===== src/rtl/pipe_ctrl_pkg.sv =====
// Shared definitions for the pipeline controller: stall/flush polarities,
// stall patterns, exception cause codes and controller FSM encodings.
package pipe_ctrl_pkg;

    localparam logic Stop    = 1'b1;
    localparam logic NoStop  = 1'b0;
    localparam logic Flush   = 1'b1;
    localparam logic NoFlush = 1'b0;

    // Bit order: {WB, MEM, EX, ID, IF, PC}; a requesting stage stops itself and everything upstream.
    localparam logic [5:0] STALL_NONE = 6'b000000;
    localparam logic [5:0] STALL_IF   = 6'b000011;
    localparam logic [5:0] STALL_ID   = 6'b000111;
    localparam logic [5:0] STALL_EX   = 6'b001111;
    localparam logic [5:0] STALL_MEM  = 6'b011111;

    localparam logic [31:0] EXC_NONE         = 32'h0000_0000;
    localparam logic [31:0] EXC_INTERRUPT    = 32'h0000_0001;
    localparam logic [31:0] EXC_SYSCALL      = 32'h0000_0008;
    localparam logic [31:0] EXC_INST_INVALID = 32'h0000_000A;
    localparam logic [31:0] EXC_TRAP         = 32'h0000_000D;
    localparam logic [31:0] EXC_OVERFLOW     = 32'h0000_000C;
    localparam logic [31:0] EXC_ERET         = 32'h0000_000E;

    typedef enum logic [1:0] {
        ST_RUN     = 2'd0,
        ST_FLUSH   = 2'd1,
        ST_DISCARD = 2'd2
    } ctrl_state_e;

    function automatic logic [5:0] prio_stall(input logic req_if, input logic req_id,
                                              input logic req_ex, input logic req_mem);
        logic [5:0] v;
        if (req_mem)     v = STALL_MEM;
        else if (req_ex) v = STALL_EX;
        else if (req_id) v = STALL_ID;
        else if (req_if) v = STALL_IF;
        else             v = STALL_NONE;
        return v;
    endfunction

endpackage


===== src/rtl/pipe_ctrl_sat_counter.sv =====
// Saturating up-counter with synchronous clear; clear wins over increment.
module sat_counter #(
    parameter int WIDTH = 16
) (
    input  logic             clk,
    input  logic             clr_i,
    input  logic             inc_i,
    output logic [WIDTH-1:0] cnt_o
);

    logic [WIDTH-1:0] cnt_d;
    logic [WIDTH-1:0] cnt_q;

    always_comb begin
        cnt_d = cnt_q;
        if (clr_i) begin
            cnt_d = '0;
        end else if (inc_i && (cnt_q != {WIDTH{1'b1}})) begin
            cnt_d = cnt_q + 1'b1;
        end
    end

    always_ff @(posedge clk) begin
        cnt_q <= cnt_d;
    end

    assign cnt_o = cnt_q;

endmodule


===== src/rtl/pipe_ctrl.sv =====
// Central stall/flush controller for the five-stage pipeline, with a small FSM that
// tells IF to drop a fetch still in flight across a flush, plus stall/flush event counters.
module pipe_ctrl
    import pipe_ctrl_pkg::*;
#(
    parameter logic [31:0] EXC_ENTRY = 32'hBFC0_0380,
    parameter logic [31:0] ERET_TYPE = 32'h0000_000E
) (
    input  logic        clk,
    input  logic        rst,
    input  logic        stallreq_if,
    input  logic        stallreq_id,
    input  logic        stallreq_ex,
    input  logic        stallreq_mem,
    input  logic [31:0] except_type_i,
    input  logic [31:0] cp0_epc_i,
    output logic [5:0]  stall,
    output logic        flush,
    output logic [31:0] new_pc,
    output logic        if_discard,
    output logic [31:0] stall_cycles,
    output logic [15:0] flush_count
);

    ctrl_state_e state_d;
    ctrl_state_e state_q;
    logic [5:0]  base_stall;
    logic        exc_accept;

    assign base_stall = prio_stall(stallreq_if, stallreq_id, stallreq_ex, stallreq_mem);
    // MEM keeps holding its exception while its own stall is up, so it is taken once that clears.
    assign exc_accept = (except_type_i != EXC_NONE) && !stallreq_mem;

    always_comb begin
        state_d    = state_q;
        stall      = base_stall;
        flush      = NoFlush;
        new_pc     = 32'h0;
        if_discard = 1'b0;

        unique case (state_q)
            ST_RUN: begin
                if (exc_accept) begin
                    flush   = Flush;
                    stall   = STALL_NONE;
                    new_pc  = (except_type_i == ERET_TYPE) ? cp0_epc_i : EXC_ENTRY;
                    state_d = ST_FLUSH;
                end
            end
            ST_FLUSH: begin
                if_discard = 1'b1;
                if (stallreq_if) begin
                    stall   = STALL_IF;
                    state_d = ST_DISCARD;
                end else begin
                    state_d = ST_RUN;
                end
            end
            ST_DISCARD: begin
                // The stale fetch returns in the cycle stallreq_if drops; keep discarding through it.
                if_discard = 1'b1;
                stall      = base_stall | STALL_IF;
                if (!stallreq_if) begin
                    state_d = ST_RUN;
                end
            end
            default: begin
                state_d = ST_RUN;
            end
        endcase

        if (rst) begin
            state_d    = ST_RUN;
            stall      = STALL_NONE;
            flush      = NoFlush;
            new_pc     = 32'h0;
            if_discard = 1'b0;
        end
    end

    always_ff @(posedge clk) begin
        state_q <= state_d;
    end

    sat_counter #(.WIDTH(32)) u_stall_cnt (
        .clk   (clk),
        .clr_i (rst),
        .inc_i (stall != STALL_NONE),
        .cnt_o (stall_cycles)
    );

    sat_counter #(.WIDTH(16)) u_flush_cnt (
        .clk   (clk),
        .clr_i (rst),
        .inc_i (flush),
        .cnt_o (flush_count)
    );

endmodule


===== config.mk =====
export PLATFORM = sky130hd
export DESIGN_NAME = pipe_ctrl
export DESIGN_NICKNAME = d
export VERILOG_FILES = /design/src/rtl/pipe_ctrl_pkg.sv /design/src/rtl/pipe_ctrl_sat_counter.sv /design/src/rtl/pipe_ctrl.sv
export SDC_FILE = /design/constraint.sdc
export NUM_CORES = 1
export LEC_CHECK = 0
export ABC_AREA = 1
export BUFFER_PORTS_ARGS = -buffer_cell sky130_fd_sc_hd__buf_4
export CAP_MARGIN = 20
export CORE_ASPECT_RATIO = 0.7
export CORE_MARGIN = 2
export CORE_UTILIZATION = 49
export DETAILED_ROUTE_END_ITERATION = 8
export GPL_ROUTABILITY_DRIVEN = 0
export PLACE_DENSITY_LB_ADDON = 0.12
export SLEW_MARGIN = 20
export SYNTH_ARGS = -nofsm -noshare
export SYNTH_HDL_FRONTEND = slang
export SYNTH_HIERARCHICAL = 1
export SYNTH_SLANG_ARGS = --single-unit

===== constraint.sdc =====
create_clock -name clk -period 2.9 [get_ports clk]
set_input_delay 0.435 -clock clk [delete_from_list [all_inputs] [get_ports clk]]
set_output_delay 0.435 -clock clk [all_outputs]
set_load 0.02 [all_outputs]

==> flow_summary.ini <==
[run_status]
outcome = complete, no violations

[cts]
max-clock-path-buffers = 2
cts_hold_repair.buffers = 0
h-tree-depth = 2
cts_buffers = 5
postCtsSetupRepairBufs = 0
clkSlewWorstSetupHoldPaths_ps = 90
tritoncts = yes
post_cts_resized = 0
cts-root-buf = clkbuf_8
clock_sink_count = 50
worstSkewPairLatency_ps = 310

[finish]
num-fill-cells = 672
fraction_of_final_layout_cells_with_drive_strength_greater_than_1_pct = 28.41
finalInstanceArea_um2 = 4975
final-seq-area_um2 = 1001
final-instance-count-excl-fill = 876
syn2layout_area_growth_pct = 34.14
area_of_combinational_cells_with_multiple_inputs_um2 = 2357
antenna-diode-count = 0
fin_nets = 853

[grt]
track_usage_pct = 25.22
grt_start_max_net_pins = 42
grt_pass1_vias = 4010
grt_pass1_wl_um = 17530
antenna_found_initial = 0
grt_overflow_total = 0

[synthesis]
synth_seq_cells = 50
synth_nets = 705
async_reset_ff_share_pct = 0
post-synth-top-count-cell = nand2_1
mappedNetlistArea_um2 = 3709
synth_edf_count = 0
synth_area_leaders = dfxtp_1 (27%), nand2_1 (18%), nor2_1 (18%)
flip_flop_cell_with_the_highest_count_after_synthesis = dfxtp_1
ys.warnings.count = 6
post_synth_num_cell_types = 34
yosys-top-cells-count = nand2_1 (179), nor2_1 (173), dfxtp_1 (50), inv_1 (50), nand3_1 (39)
post_synthesis_mean_instance_area_um2 = 5.896
synthDominantCellAreaShare_pct = 26.99
seq_area_frac_synth_pct = 26.99
post_synth_inst_count = 629
yosys_top_cell_by_area = dfxtp_1

[setup_path]
worst_setup_path_end_kind = register
regToRegEndpoint = u_stall_cnt/cnt_o[25]
setup_crit_start_kind = primary input
cp_common_cell = nand2_1
worst_r2r_path_depth = 15
critical_path.max_stage_delay_ps = 210
worstPathMaxFanout = 8
timing.critical_path.cells = buf_4 > nor2_1 > nand2_1 > nor2_1 > nand2_1 > o21ai_2 > nand2_1 > nand2_1 > nand2_1 > a21oi_1 > inv_2 > nor2_1 > nand2_1 > inv_2 > nand2_1 > nor2_1 > nand3_1 > nand2_1 > nor2_1
worst_ep_required_time_ps = 3090
setup.worst_path.class = primary input to register
worst_r2r_startpoint = state_q[0]
timing.critical_path.arrival_ps = 2630
ff2ff_setup_slack_ps = 600
crit_path_start = except_type_i[31]
master_of_the_slowest_instance_on_the_critical_path = nor2_1

[pwr]
power.share.clock_pct = 26.9
power_frac_seq_pct = 45.7
combPwrFrac_pct = 27.3
p_int_w = 0.001055
total_leakage_power_nw = 2.409
switching_power_w = 0.0005098
power_density_nw_per_um2 = 314.6
swShare_pct = 32.58
largest_voltage_drop_on_the_vdd_net_v = 0.0001943

[timing]
period_needed_ps = 2439
maxClockFrequency_mhz = 410.1
timing.final.hold_violations = 0
layout_worst_path_cycle_share_pct = 84.09
timing_max_transition_violations_final = 0
finalSetupTns_ps = 0
setup_viol = 0
finalWorstSetupSlack_ps = 461.3
unrepaired_setup_endpoints_after_global_routing = no
fin_worst_hold_slack_ps = 410.7
worstMarginPinSlew_ps = 509.2
timing.clock.skew_ps = 16.36
maxSlewHeadroom_pct = 66.01

[floorplanning]
die_width_um = 108.0
dieHeight_um = 76.79
fp.coreArea_um2 = 7320
io-pin-count = 158
placement_rows = 26
initial_utilization_pct = 50.67
die_area_um2 = 8291

[hold_path]
timing.hold.worst.class = primary input to register
min_to = u_stall_cnt/cnt_o[12]
timing.hold.worst_path_depth = 2
hold_path_startpoint = rst

[detailed_routing]
drt_iter0_drc = 298
dr.pass1.iters = 7
route.detailed.wl_per_inst_um = 12.11
num_vias = 4456
vias_per_cell = 5.087
drtAntennaViolNets = 0
aggregate_routed_wire_length_um = 10610
drc_errors = 0

[place]
postPlaceCellArea_um2 = 4885
placement.setup.worst_slack_ps = 207.7
numPlacedInstances = 868
dp_hpwl_um = 8353
placement.io_buffers = 156

[flow_run]
drv.max_cap_violation_count = 0
==> placed cells by master (no fill, tap or decap), drive strengths merged <==
cell      synthesis  routed
or2               1       1
and3              1       1
nor3              6       6
clkinv            1       3
nand3b            1       1
buf              17     159
a21oi            29      29
nor2            197     197
conb              1       1
o21ai             1       1
a211oi            1       1
clkinvlp          0       1
nand3            46      46
a31oi             5       5
clkbuf            1       5
dfxtp            50      50
nand4            18      18
nand2           190     190
ha                6       6
nor4              1       1
inv              55      55
and2              1       1
==> worst max path at each step <==
| stage | depth (start not counted) | to |
|---|---|---|
| finish | 19 | u_stall_cnt/cnt_o[25] |
| global route | 18 | u_stall_cnt/cnt_o[17] |
| CTS | 19 | u_stall_cnt/cnt_o[17] |
| detailed placement | 19 | u_stall_cnt/cnt_o[17] |
| global placement | 19 | u_stall_cnt/cnt_o[25] |
| floorplan | 18 | u_stall_cnt/cnt_o[25] |
==> critical path: cells and delay by family <==
family                 cells  cell delay, ps
and+or+nand+nor           14            1490
buffers and inverters      3             350
AOI/OAI and AO/OA          2             370
==> flip-flops by register name (all words and copies together), names as in the netlist <==
signal,cells
u_stall_cnt/cnt_o,32
u_flush_cnt/cnt_o,16
state_q,2
==> cell families (layout without fill, tap and decap cells) <==
logic type	count (synthesis)	count (layout)	share of synthesized area (%)
compound gates	36	36	5.297
fa+ha+maj	6	6	2.024
buf+inv	74	223	9.447
flops	50	50	26.99
other cells	1	1	0.1011
simple gates	462	462	56.14
==> per-stage QoR <==
stage | power, W | utilization [%]
2_1_floorplan | 0.0009738 | -
3_3_place_gp | 0.001151 | 66.74
3_5_place_dp | 0.001161 | 66.74
4_1_cts | 0.001577 | 67.97
6_report | 0.001565 | 67.97
5_1_grt | 0.001654 | 67.97
==> routing by layer <==
layer / vias to the layer above / GRT usage, % / share of wire [%]
met5: - / 0 / 0
met4: 0 / 7.051 / 1.7
met3: 20 / 4.932 / 7.8
met2: 179 / 45.85 / 49
met1: 1995 / 29.97 / 42
li1: 2262 / - / -
==> power groups by stage <==
stage               registers (W)  clock network, W  logic, W
floorplan                0.000739                 0  0.000235
global placement         0.000731                 0  0.000420
detailed placement       0.000732                 0  0.000429
CTS                      0.000716          0.000432  0.000429
global route             0.000720          0.000463  0.000471
finish                   0.000716          0.000422  0.000428
==> area by class of cell <==
cell class	instances	area share, %
multi-input cells	505	47.38
repair buffers	159	23.99
flip-flops and latches	50	20.12
inverters	56	4.225
well taps	98	2.465
clock buffers	5	1.383
clock inverters	3	0.4276
Power figures use the tool's default switching activity.
